$ cat config.mk
export PLATFORM = sky130hd
export DESIGN_NAME = medidor_frequencia
export DESIGN_NICKNAME = d
export VERILOG_FILES = /design/src/rtl/medidor_frequencia.sv
export SDC_FILE = /design/constraint.sdc
export NUM_CORES = 1
export LEC_CHECK = 0
export CAP_MARGIN = 20
export CORE_AREA = 2 2 86 88
export CTS_CLUSTER_SIZE = 8
export DETAILED_ROUTE_END_ITERATION = 10
export DIE_AREA = 0 0 88 90
export DONT_BUFFER_PORTS = 1
export PLACE_DENSITY = 0.69
export RECOVER_POWER = 100
export SLEW_MARGIN = 5
export SYNTH_ARGS = -nofsm -noshare
export SYNTH_HDL_FRONTEND = slang
export SYNTH_SLANG_ARGS = --single-unit
$ cat constraint.sdc
create_clock -name clock_50 -period 5.51 [get_ports clock_50]
set_input_delay 1.102 -clock clock_50 [delete_from_list [all_inputs] [get_ports clock_50]]
set_output_delay 1.102 -clock clock_50 [all_outputs]
set_load 0.005 [all_outputs]
$ cat src/rtl/medidor_frequencia.sv
// medidor_frequencia: counts rising edges of an asynchronous slow signal over
// back-to-back gate windows of GATE_CYCLES clock_50 cycles. It publishes each
// completed window's count in `frequencia`, together with a one-cycle
// `valido` strobe and the `estouro`/`sem_sinal` flags.
module medidor_frequencia #(
   parameter int GATE_CYCLES = 50000000,
   parameter int WIDTH       = 26
) (
   input  logic             clock_50,
   input  logic             reset,
   input  logic             habilita,
   input  logic             sinal_in,
   output logic [WIDTH-1:0] frequencia,
   output logic             valido,
   output logic             estouro,
   output logic             sem_sinal
);

   // The gate counter only has to reach GATE_CYCLES-1, so its width does not
   // depend on WIDTH.
   localparam int              GW        = $clog2(GATE_CYCLES);
   localparam logic [GW-1:0]   GATE_LAST = GW'(GATE_CYCLES - 1);
   localparam logic [WIDTH-1:0] CNT_MAX  = '1;

   typedef enum logic {
      PARADO = 1'b0,
      JANELA = 1'b1
   } estado_t;

   // Synchroniser (s1, s2) and edge-history (s3) flops.
   logic s1_q, s1_d;
   logic s2_q, s2_d;
   logic s3_q, s3_d;

   // Measurement state.
   estado_t          estado_q, estado_d;
   logic [GW-1:0]    gate_q, gate_d;
   logic [WIDTH-1:0] cnt_q, cnt_d;
   logic             sat_q, sat_d;

   // Published result, all registered.
   logic [WIDTH-1:0] freq_q, freq_d;
   logic             valido_q, valido_d;
   logic             estouro_q, estouro_d;
   logic             sem_q, sem_d;

   // Helper terms for the current cycle.
   logic             pulso;
   logic             cnt_cheio;
   logic [WIDTH-1:0] cnt_inc;
   logic             sat_inc;

   // Next-state logic: the synchroniser, window bookkeeping and result loading.
   always_comb begin
      // NOTE: every signal gets a default before the case, so no path through
      // this block leaves a value unassigned and no latch is inferred.
      s1_d      = sinal_in;
      s2_d      = s1_q;
      s3_d      = s2_q;
      estado_d  = estado_q;
      gate_d    = gate_q;
      cnt_d     = cnt_q;
      sat_d     = sat_q;
      freq_d    = freq_q;
      valido_d  = 1'b0;
      estouro_d = estouro_q;
      sem_d     = sem_q;

      // A rising edge is seen when s2 is high for the first cycle.
      pulso     = s2_q & ~s3_q;
      cnt_cheio = (cnt_q == CNT_MAX);
      cnt_inc   = (pulso && !cnt_cheio) ? cnt_q + 1'b1 : cnt_q;
      sat_inc   = sat_q | (pulso & cnt_cheio);

      case (estado_q)
         PARADO: begin
            gate_d = '0;
            cnt_d  = '0;
            sat_d  = 1'b0;
            if (habilita) estado_d = JANELA;
         end
         JANELA: begin
            if (!habilita) begin
               // An abort discards the window, even when it lands on the
               // final cycle.
               estado_d = PARADO;
               gate_d   = '0;
               cnt_d    = '0;
               sat_d    = 1'b0;
            end else if (gate_q == GATE_LAST) begin
               // Final cycle. An edge arriving in this cycle still counts, and
               // the next window starts with no gap.
               freq_d    = cnt_inc;
               estouro_d = sat_inc;
               sem_d     = (cnt_inc == '0);
               valido_d  = 1'b1;
               gate_d    = '0;
               cnt_d     = '0;
               sat_d     = 1'b0;
            end else begin
               gate_d = gate_q + 1'b1;
               cnt_d  = cnt_inc;
               sat_d  = sat_inc;
            end
         end
         default: estado_d = PARADO;
      endcase
   end

   // State register. The synchronous reset wins over everything, including
   // window completion in the same cycle.
   always_ff @(posedge clock_50) begin
      // NOTE: sequential state uses non-blocking assignments, so every flop
      // samples the values from before this edge.
      if (!reset) begin
         s1_q      <= 1'b0;
         s2_q      <= 1'b0;
         s3_q      <= 1'b0;
         estado_q  <= PARADO;
         gate_q    <= '0;
         cnt_q     <= '0;
         sat_q     <= 1'b0;
         freq_q    <= '0;
         valido_q  <= 1'b0;
         estouro_q <= 1'b0;
         sem_q     <= 1'b0;
      end else begin
         s1_q      <= s1_d;
         s2_q      <= s2_d;
         s3_q      <= s3_d;
         estado_q  <= estado_d;
         gate_q    <= gate_d;
         cnt_q     <= cnt_d;
         sat_q     <= sat_d;
         freq_q    <= freq_d;
         valido_q  <= valido_d;
         estouro_q <= estouro_d;
         sem_q     <= sem_d;
      end
   end

   assign frequencia = freq_q;
   assign valido     = valido_q;
   assign estouro    = estouro_q;
   assign sem_sinal  = sem_q;

endmodule

## Word level (Yosys, flattened, before mapping)

Cells that the tools add are included.

| storage, ports and cells | value |
|---|---|
| bits in registers | 86 |
| bits of input ports | 4 |
| output and inout bits | 29 |
| word-level logic and storage cells | 37 |

| operators by class | value |
|---|---|
| add/sub/neg operators | 2 |
| equality and inequality tests | 2 |
| muxes and demuxes | 12 |
| bitwise gates (word level) | 5 |
| reduce and logical (&&, ||, !) cells | 5 |

Operators by type and width:

| operator | count |
|---|---|
| 26-bit 2-to-1 mux | 5 |
| 26-bit case mux with 2 select lines | 2 |
| 26-bit by 1-bit adder with 26-bit output, second input constant | 2 |
| 26-bit == test, second input constant | 2 |
| 26-bit zero test | 1 |
| 3-bit AND reduction | 2 |
| 1-bit 2-to-1 mux | 4 |
| 1-bit AND | 2 |
| 1-bit inverter | 2 |
| 1-bit case mux with 2 select lines | 1 |
| 1-bit logical AND | 1 |
| 1-bit zero test | 1 |
| 1-bit bitwise OR | 1 |

## Depth between registers and ports, before layout

Gate-level depths: netlist (run 1).

| logic depth | value |
|---|---|
| word-level depth | 7 |
| gate-level depth with buffers | 11 |
| depth with buffers taken out | 9 |

## Least setup slack after synthesis (run 1)

No wires, ideal clock.

| timing path | value |
|---|---|
| path kind | input to register |
| start point | input port reset |
| end point | register gate_q[20] |
| setup time | 0.071 ns |
| arrival | 2.179 ns |
| data required time | 5.439 ns |
| setup slack | 3.261 ns |
| cell stages on the path | 6 |
| buffers on the path | 2 |
| cell sequence | clkbuf_1 > clkinv_1 > nor2_1 > nand3b_1 > clkbuf_1 > a21oi_1 |

RTL lines:

| element | line | text |
|---|---|---|
| start, declared | 10 | `input logic reset,` |
| end signal, assigned | 132 | `gate_q <= gate_d;` |
| end, declared | 37 | `logic [GW-1:0] gate_q, gate_d;` |

## Worst setup path after layout (run 1)

| timing path | value |
|---|---|
| start point | register cnt_q[8] |
| end point | register sem_q (netlist: sem_sinal) |

| on the way | value |
|---|---|
| longest elaborated chain between the ends | 5 |
| elaborated cells between the ends (all ways) | 6 |
| classes of those cells | add/sub: 1; eq/ne: 1; mux: 1; reduce/logical: 3 |

Ends and longest elaborated chain:

| element | line | text |
|---|---|---|
| start, declared | 38 | `logic [WIDTH-1:0] cnt_q, cnt_d;` |
| start signal, assigned | 133 | `cnt_q <= cnt_d;` |
| parallel branches: the longest is 3 deep, another holds 26-bit by 1-bit adder with 26-bit output | - |  |
| 26-bit 2-to-1 mux (*) | 72 | `cnt_inc = (pulso && !cnt_cheio) ? cnt_q + 1'b1 : cnt_q;` |
| 26-bit zero test (*) | 95 | `sem_d = (cnt_inc == '0);` |
| end signal, assigned | 138 | `sem_q <= sem_d;` |
| end, declared | 45 | `logic sem_q, sem_d;` |

Mark *: on every way between the ends.
A chain may end at the register's enable or synchronous reset.

==> metrics list, run 1 <==
- Pre-Repair DR Iteration Count: 4
- Summing over every cut layer, the via total after detailed routing is 2937.
- After detailed routing, the average wire length per cell comes to 14.27 µm.
- For the worst-skew pair, the clock arrives at the later sink with an insertion delay of 360 ps.
- In this run the worst path has a maximum fanout of 11.
- For the worst flop-to-flop path, the logic depth is 8.
- Clock tree synthesis found a total of 86 sinks.
- Count of final hold-check violations: 0
- Clock-pin slew was measured on the worst setup and hold paths at 90 ps.
* Max Buffers Root-to-Sink: 2
- Fmax achieved: 0.2937 GHz
- The first global-routing pass estimated 12560 µm of wire.
- Worst min-delay path startpoint: s1_q
* Count of buffers added by post-CTS timing repair for setup: 0
* Worst Hold Class: flip-flop to flip-flop
* MaxCap Viol Count: 0
- Number of cells on the worst hold path: 1
* Standard-cell row count: 31
- Detailed placement finished with a half-perimeter wire length of 5336 µm.
- The worst-case IR drop observed on VDD is 0.1317 mV.
* Port Buffers: 0
- Async SR Flop Fraction: 0
- Yosys mapped the design onto 50 distinct sky130hd cell types.
* Ports placed on the boundary: 33
- Clock Skew: 10.74 ps
- Max-slew violation total from the final report: 0
- Of the total power, combinational logic draws 0.010.
- The finished layout holds 522 standard cells, fillers aside.
* Final setup violation count: 0
* Least-Margin Pin Slew: 1183 ps
* Sequential cell fraction of total power: 0.580
- Total of fill cells in the finished design: 617
- Synthesized Nets: 433
- The area growth from synthesis to layout is 6.498%.
- Post-Place Setup Slack: 2074 ps
- Clock tree synthesis selected as its root buffer the cell clkbuf_8.
- Worst rel slew slack: 0.2043
- Pin count of the biggest net entering global routing: 48
- 0 antenna diodes ended up in the layout.
* Effective utilization at floorplan: 0.5348
- Data arrival time at the worst-slack endpoint: 3710 ps
- Count of nets after finishing: 424
- Run status: completed
- The most critical setup path has its startpoint at cnt_q[8].
- Setup repair after global routing left no endpoint under its margin.
- Internal power comes to 0.0008466 W.
- In this run, synthesis produced a sequential element count of 86.
- Counting tap cells, the placed design contains a total of 506 instances.
* Post-synthesis instance area: 0.003755 mm²
- Sequential-to-total area share from yosys stat: 0.4585
* Number of antenna violations at the first check in global routing: 0
- Of the total power, the share spent switching nets is 0.2117.
- The congestion estimate from routability-driven global placement came to 0.8862.
* Die Outline Area: 0.007920 mm²
- Total of warnings raised by yosys: 0
* Via count of the first global-routing pass: 2753
* Share of Yosys cell area claimed by the top area cell type: 0.4585
- The multi-input combinational cells in the finished layout cover a total of 0.001923 mm².
- Post-synth EDFFs: 0
- Synthesis produced 427 cells.
* Clock tree from TritonCTS: built
* Ys flop type: dfxtp_1
- Type of destination of the critical path: flip-flop
* Avg Inst Size Synth: 8.794 µm²
- Violation count after the first detailed-route iteration: 232
- After detailed routing, the total wire length is 7449 µm.
* Top cells by area in the synthesized netlist: dfxtp_1 46%, nor2_1 8.9%, xor2_1 6.5%
* Kind of critical path: flip-flop to flip-flop
- The H-tree was split into 3 levels.
- Final core utilization: 0.5696
* Setup ws final: 2105 ps
* Number of instances resized during post-cts repair: 0
- Data on the critical path is required at its endpoint by 5820 ps.
- In this run the vertical extent of the chip is 90 µm.
* Total negative slack: 0 ps
- Power dissipated by switching net loads: 0.0002274 W
- RR Startpoint: cnt_q[8]
- Via/cell ratio: 5.626
- Core Area: 0.007020 mm²
* Fraction of layout instances using a drive strength above 1: 0.05437
- Of the total power, the clock network draws 0.410.
- Final critical-path share of the clock period: 0.6180
- Grt ovf: 0
- Horizontal extent of the die: 88 µm
- The sequential cells in the finished layout cover a total of 0.001722 mm².
* Biggest area consumer among synthesized cells: dfxtp_1
- In the routed design, unresolved DRC markers number 0.
- Across all hold checks on the routed design, the worst slack comes to 438.0 ps.
* Post-route minimum period: 3405 ps
* Power density over cell area: 268.6 mW/mm²
* Number of antenna-violating nets in the routed design: 0
- All-layer global routing usage: 0.2000
- Hold_buf cts: 0
* Num CTS Buffers: 9
- STA classifies the critical path startpoint as a flip-flop.
- Summed over all cells, the static leakage comes to 1.281 nW.
## power by group through the flow
stage | clock, W | combinational [W] | sequential, W
after detailed placement | 0 | 0.0000112 | 0.000638
after global placement | 0 | 0.0000110 | 0.000638
after global routing | 0.000476 | 0.0000123 | 0.000624
after CTS | 0.000450 | 0.0000113 | 0.000623
after floorplan | 0 | 0.00000978 | 0.000638
final | 0.000440 | 0.0000110 | 0.000623
## per-stage QoR
| stage | instance area [µm²] | total power (W) |
|---|---|---|
| 2_1_floorplan | 3755 | 0.0006475 |
| 3_3_place_gp | 3802 | 0.0006488 |
| 3_5_place_dp | 3802 | 0.0006491 |
| 4_1_cts | 4003 | 0.001085 |
| 5_1_grt | 3999 | 0.001112 |
| 6_report | 3999 | 0.001074 |
## kinds of logic (layout without fill, tap and decap cells)
| group | Yosys count | in the layout | synth area share |
|---|---|---|---|
| flops | 86 | 86 | 0.4585 |
| mux | 3 | 3 | 0.007998 |
| xor+xnor | 45 | 45 | 0.1070 |
| buf+inv | 28 | 24 | 0.03132 |
| simple gates | 211 | 211 | 0.2846 |
| fa+ha+maj | 2 | 2 | 0.006663 |
| compound gates | 52 | 52 | 0.1040 |
## cells in the final DEF (no fill, tap or decap), types with 4 or more instances in the layout
master	count
nor2_1	88
dfxtp_1	86
nand3_1	28
xor2_1	28
a211oi_1	22
nand2_1	20
nand4_1	16
xnor2_1	16
and3_1	13
a21oi_1	11
clkbuf_8	10
and4_1	7
inv_1	6
and2_1	6
or3_1	5
nor4_1	4
nor3_1	4
o21ai_0	4
nor3b_1	4
## metal layers
layer	track usage	vias up	wire, µm
met4	0.09359	0	129
li1	-	1488	-
met5	0	-	0
met1	0.2480	1367	3405
met2	0.3220	69	3595
met3	0.04867	13	317
## worst max-delay path, cell delays in order, from the launching register on
cell and delay, ps:
dfxtp_1 420, and4_1 280, and4_1 280, a21boi_0 950, or3b_1 440, xor2_1 240
nand4_1 150, nor4_1 430, a31o_1 150
## layout make-up
cell class,instances,area share
clock buffers,11,0.03536
clock inverters,5,0.01471
inverters,7,0.006571
multi-input cells,313,0.4809
flip-flops and latches,86,0.4305
well taps,99,0.03098
repair buffers,1,0.0009387
## path summary, 6_finish.rpt
check,slack [ps],to
setup / recovery,2110,sem_sinal
hold / removal,440,s2_q
setup reg to reg,2110,sem_sinal
hold reg to reg,440,s2_q
## synth_stat cells, drive strengths merged, types with 2 or more instances
library cell and number:
o21ai 4, nand4 17, nor3b 4, and3 13
or3 5, xnor2 17, xor2 28, nor3 5
a21boi 2, clkbuf 11, a211oi 22, buf 10
ha 2, nor4b 2, and4 7, nor2b 3
nor2 89, o211a 2, and2 6, a21oi 11
nand2 20, and4b 3, nand3 28, nor4 4
dfxtp 86, mux2i 3, inv 6
(Power assumes the default switching activity.)
==> run 2, diff against run 1 <==
==> constraint.sdc (replaced) <==
create_clock -name clock_50 -period 3.4 [get_ports clock_50]
set_input_delay 0.68 -clock clock_50 [delete_from_list [all_inputs] [get_ports clock_50]]
set_output_delay 0.68 -clock clock_50 [all_outputs]
set_load 0.005 [all_outputs]
==> metrics list, run 2 (synthesized netlist as in run 1, its figures left out) <==
- Post-route cell area: 0.004011 mm²
- Count of buffers added by post-CTS timing repair for setup: 0
- Violation count after the first detailed-route iteration: 134
* Required time of the critical path: 3610 ps
* Total negative slack: 0 ps
- Number of inserted diodes: 0
- Die Y-Extent: 90 µm
- Routed via count: 2927
* Die Outline Area: 0.007920 mm²
- Final setup violation count: 0
* Number of antenna-violating nets in the routed design: 0
* Number of sinks on the clock net: 86
- In this run the critical register-to-register path is captured at gate_q[25].
- In this run the static leakage power is 1.278 nW.
- Pin count of the biggest net entering global routing: 48
- Worst Hold Class: input port to flip-flop
- The first global-routing pass estimated 12500 µm of wire.
- Final critical-path share of the clock period: 0.8446
- In this run the cell area measured after placement is 0.003837 mm².
* Ports placed on the boundary: 33
* Num CTS Buffers: 9
* WL per Instance: 14.24 µm
* Pre-Repair DR Iteration Count: 4
- Of all nets on the critical path, the largest fanout is 26.
* Fmax achieved: 0.3482 GHz
- Hold_buf cts: 0
* Count of final hold-check violations: 0
- The core region is 0.007020 mm².
* Cells traversed along the worst timing path: ha_1 -> nand4_1 -> nor4_1 -> nand3b_1 -> dlymetal6s2s_1 -> nor2_1
- The via count of the first global-routing pass was 2672.
* Hpwl dp: 5452 µm
- Data arrival time at the worst-slack endpoint: 3090 ps
- Number of cells on the worst reg-to-reg path: 6
- The largest single stage delay on the critical path is 770 ps.
- The routed design has 7474 µm of wire.
- After layout, the minimum clock period comes to 2872 ps.
- The initial antenna violation count is 0.
* Kind of critical path: flip-flop to flip-flop
- Horizontal extent of the die: 88 µm
- Grouping stages by cell kind, the critical path spends the most delay in simple AND/OR/NAND/NOR gates.
- Count of nets after finishing: 427
- The H-tree generated during clock tree synthesis spans 3 levels.
- The tree is rooted in a clkbuf_8.
- Number of cells on the worst hold path: 1
* Worst rel slew slack: 0.4070
* RSZ-0062 raised after global routing: no
* Number of instances resized during post-cts repair: 0
- Grt ovf: 0
- Final weighted congestion in routability-driven placement: 0.9289
- The setup check on the worst reg-to-reg path leaves a slack of 530 ps.
- Across the VDD grid, the largest voltage drop is 0.2466 mV.
- Clock edge transition at the registers on the reported setup and hold paths: 90 ps
* Run status: completed
- For the pin with the worst max-slew slack, the measured transition is 888.0 ps.
* All-layer global routing usage: 0.2009
- Clock Latency Late Sink: 370 ps
- CP Launch Type: flip-flop
* RR Startpoint: gate_q[0]
- Commonest non-fill, non-tap cell in the layout: nor2_1
- The worst hold path begins at reset.
- Max-slew violation total from the final report: 0
- Type of destination of the critical path: flip-flop
* Power density over cell area: 434.7 mW/mm²
- The path with the worst hold slack has its endpoint at s2_q.
* Max Buffers Root-to-Sink: 2
- Count of buffer and inverter cells on the critical path: 1
- Via/cell ratio: 5.575
- After floorplanning, the core was divided into 31 placement rows.
- Fraction of layout instances using a drive strength above 1: 0.05399
- TritonCTS built the clock tree.
- From synthesis to final layout, the design area changed by 6.831%.
- Final hold analysis gives a worst-case slack of 424.4 ps.
- The initial utilization of the core area, before any placement, comes to 0.5348.
* Clock Skew: 15.42 ps
- The filler cells instantiated in the layout total 649.
- Remaining design rule violation count: 0
- Among all stages on the critical path, the largest delay is contributed by dlymetal6s2s_1.
- Port Buffers: 0
* MaxCap Viol Count: 0
- In the layout the commonest cells are 88 x nor2_1, 86 x dfxtp_1, 28 x nand3_1, 28 x xor2_1, 22 x a211oi_1.
## run 2: routing by layer
metal,track usage,share of wire,routed length (µm)
met5,0,0,0
met1,0.2514,0.46,3457
met2,0.3264,0.47,3534
met3,0.03673,0.036,268
met4,0.1000,0.028,212
## run 2: how the worst max path moves through the flow
stage | from | endpoint | slack [ps] | cells after the start
2_1_floorplan | cnt_q[0] | sem_sinal | 1160 | 9
3_3_place_gp | cnt_q[8] | sem_sinal | 680 | 8
3_5_place_dp | cnt_q[8] | sem_sinal | 580 | 8
4_1_cts | cnt_q[8] | sem_sinal | 570 | 8
5_1_grt | gate_q[0] | gate_q[2] | 150 | 6
6_report | gate_q[0] | gate_q[25] | 530 | 6
## run 2: final cells by class
type                    count  area, µm²  area share
clock buffers              10      127.6     0.03182
multi-input cells         313       1913      0.4769
clock inverters             6      70.07     0.01747
flip-flops and latches     86       1722      0.4292
well taps                  99      123.9     0.03088
inverters                   7      26.28    0.006550
repair buffers              4      28.78    0.007174
## run 2: through the flow
step                utilization  total power, W  cells  setup WS (ps)
floorplan                     -        0.001049    427           1160
global placement         0.5466        0.001054    509          675.4
detailed placement       0.5466        0.001055    509          577.9
CTS                      0.5748        0.001762    525          567.1
global route             0.5714        0.001812    525          153.8
finish                   0.5714        0.001744    525          528.4
## run 2: report_power, final
group | internal, W | switching (W)
Sequential | 0.00101 | 0.00000133
Combinational | 0.00000520 | 0.0000140
Clock | 0.000343 | 0.000372
==> run 3, diff against run 2 <==
==> constraint.sdc (replaced) <==
create_clock -name clock_50 -period 2.7 [get_ports clock_50]
set_input_delay 0.54 -clock clock_50 [delete_from_list [all_inputs] [get_ports clock_50]]
set_output_delay 0.54 -clock clock_50 [all_outputs]
set_load 0.005 [all_outputs]
==> metrics list, run 3 (synthesized netlist as in run 1, its figures left out) <==
* Port Buffers: 0
- Number of inserted diodes: 0
- Critical Path Slowest Stage Cell: or3_1
- All-layer global routing usage: 0.2135
- Leaving out fill and tap cells, the most frequent cell in the layout is nor2_1.
- Setup repair after global routing left no endpoint under its margin.
- WL per Instance: 14.82 µm
- Cell at the root of the clock tree: clkbuf_8
- Setup violations remaining at the end of the flow were counted as 0.
- The clock net in this run drives a total of 86 sinks.
* Clock tree from TritonCTS: built
* Clock Latency Late Sink: 350 ps
- On the worst path, the slowest cell contributes a delay of 440 ps.
* Via/cell ratio: 5.569
- The die covers 0.007920 mm².
- Cell area after placement: 0.003950 mm²
* Count of nets after finishing: 442
- Routability-driven placement finished with a final weighted congestion of 0.9038.
- CP Launch Type: flip-flop
- Max Buffers Root-to-Sink: 2
- After clock tree synthesis, the clock-pin slew on the worst setup and hold paths is 90 ps.
- The final number of max-transition violations was 0.
- In this run the tightest slew margin relative to its limit is 0.2559.
- DRT Wirelength: 8001 µm
- Total negative slack: 0 ps
- The initial antenna violation count is 0.
- From synthesis to final layout, the design area changed by 10.60%.
- Worst hold margin: 308.8 ps
* Pre-Repair DR Iteration Count: 4
- Type of destination of the critical path: flip-flop
- Leakage power: 1.389 nW
* Count of buffers added by post-CTS timing repair for setup: 0
- The critical path is of the flip-flop to flip-flop type.
- Ports placed on the boundary: 33
* Fraction of layout instances using a drive strength above 1: 0.09977
* Power density over cell area: 527.4 mW/mm²
- Pin count of the biggest net entering global routing: 48
- Static timing analysis puts the maximum clock frequency at 0.3957 GHz.
- The share of total power dissipated in the clock network is 0.408.
- The region available for standard cell placement spans 0.007020 mm².
* Internal power: 0.001726 W
- Of the total power, combinational logic draws 0.011.
- In this run the worst path has a maximum fanout of 5.
- In this run the horizontal extent of the chip is 88 µm.
- Traced cell by cell, the critical path runs through ha_2 -> nand4_2 -> or3_1 -> o211a_1 -> xnor2_2 -> nor3b_1 -> nand4_1 -> nor4_1 -> a31o_1.
- STA puts the critical path data required time at 3000 ps.
- The min-delay analysis places its worst path in the category input port to flip-flop.
* Post-route cell area: 0.004153 mm²
- Post-route minimum period: 2527 ps
- The die is 90 µm tall.
* Number of antenna-violating nets in the routed design: 0
- Fill cells in the final layout number 638.
* Switch share: 0.2121
- Grt ovf: 0
- After floorplanning, the core was divided into 31 placement rows.
- The final route contains 3007 vias.
- In the layout the commonest cells are 89 x nor2_1, 85 x dfxtp_1, 28 x nand3_1, 27 x xor2_1, 22 x a211oi_1.
* Violation count after the first detailed-route iteration: 96
- The kind of cell with the highest combined delay along the critical path is simple AND/OR/NAND/NOR gates.
- The initial utilization of the core area, before any placement, comes to 0.5348.
* Clock Skew: 8.248 ps
- For the pin with the worst max-slew slack, the measured transition is 1116 ps.
- Across the run, the number of max-cap violations was 0.
* Via count of the first global-routing pass: 2950
- The run finished with clean final reports.
- The first global-routing pass estimated 13520 µm of wire.
- The analysis attributes to net switching a power of 0.0004645 W.
* Num CTS Buffers: 9
* Hpwl dp: 5713 µm
- H-Tree Depth: 3
- Dividing the final minimum period by the clock period gives 0.9359.
- Data on the critical path arrives at its endpoint at 2830 ps.
* Sequential cell fraction of total power: 0.581
- Remaining design rule violation count: 0
- Pwr Total: 0.002190 W
- Across the VDD grid, the largest voltage drop is 0.2353 mV.
* Count of final hold-check violations: 0
- Count of buffer and inverter cells on the critical path: 0
run 3: cell type report:
cell class / instances / area (µm²) / area share
Inverter: 7 / 26.28 / 0.006327
Clock buffer: 10 / 137.6 / 0.03314
Multi-Input combinational cell: 313 / 1938 / 0.4667
Sequential cell: 86 / 1723 / 0.4149
Timing Repair Buffer: 19 / 142.6 / 0.03435
Tap cell: 99 / 123.9 / 0.02983
Clock inverter: 6 / 61.31 / 0.01476
run 3: final timing paths:
kind / cells after the start / slack [ps] / endpoint / startpoint
max: 9 / 170 / sem_sinal / cnt_q[1]
max reg2reg: 9 / 170 / sem_sinal / cnt_q[1]
min: 1 / 310 / s2_q / reset
min reg2reg: 1 / 440 / s2_q / s1_q
run 3: metal layers:
layer	global-route usage	up-vias	wire, µm
li1	-	1520	-
met1	0.2601	1419	3580
met2	0.3668	55	4004
met3	0.04224	13	288
met4	0.07692	0	128
met5	0	-	0
run 3: stage by stage:
| step | instances | utilization | worst slack, ps |
|---|---|---|---|
| finish | 540 | 0.5915 | 173.1 |
| global route | 540 | 0.5915 | 17.13 |
| CTS | 540 | 0.5910 | 133.7 |
| detailed placement | 524 | 0.5626 | 170.8 |
| global placement | 524 | 0.5626 | 241.1 |
| floorplan | 427 | - | 459.9 |
run 3: timing repair:
item	4_1_cts	5_1_grt
setup endpoints to repair	0	1
hold buffers	0	0
gates resized for setup	0	5
run 3: power by group through the flow:
stage / combinational, W / sequential (W) / clock (W)
after floorplan: 0.0000199 / 0.00130 / 0
after global placement: 0.0000252 / 0.00130 / 0
after detailed placement: 0.0000257 / 0.00130 / 0
after CTS: 0.0000261 / 0.00127 / 0.000917
after global routing: 0.0000275 / 0.00127 / 0.000967
final: 0.0000244 / 0.00127 / 0.000894
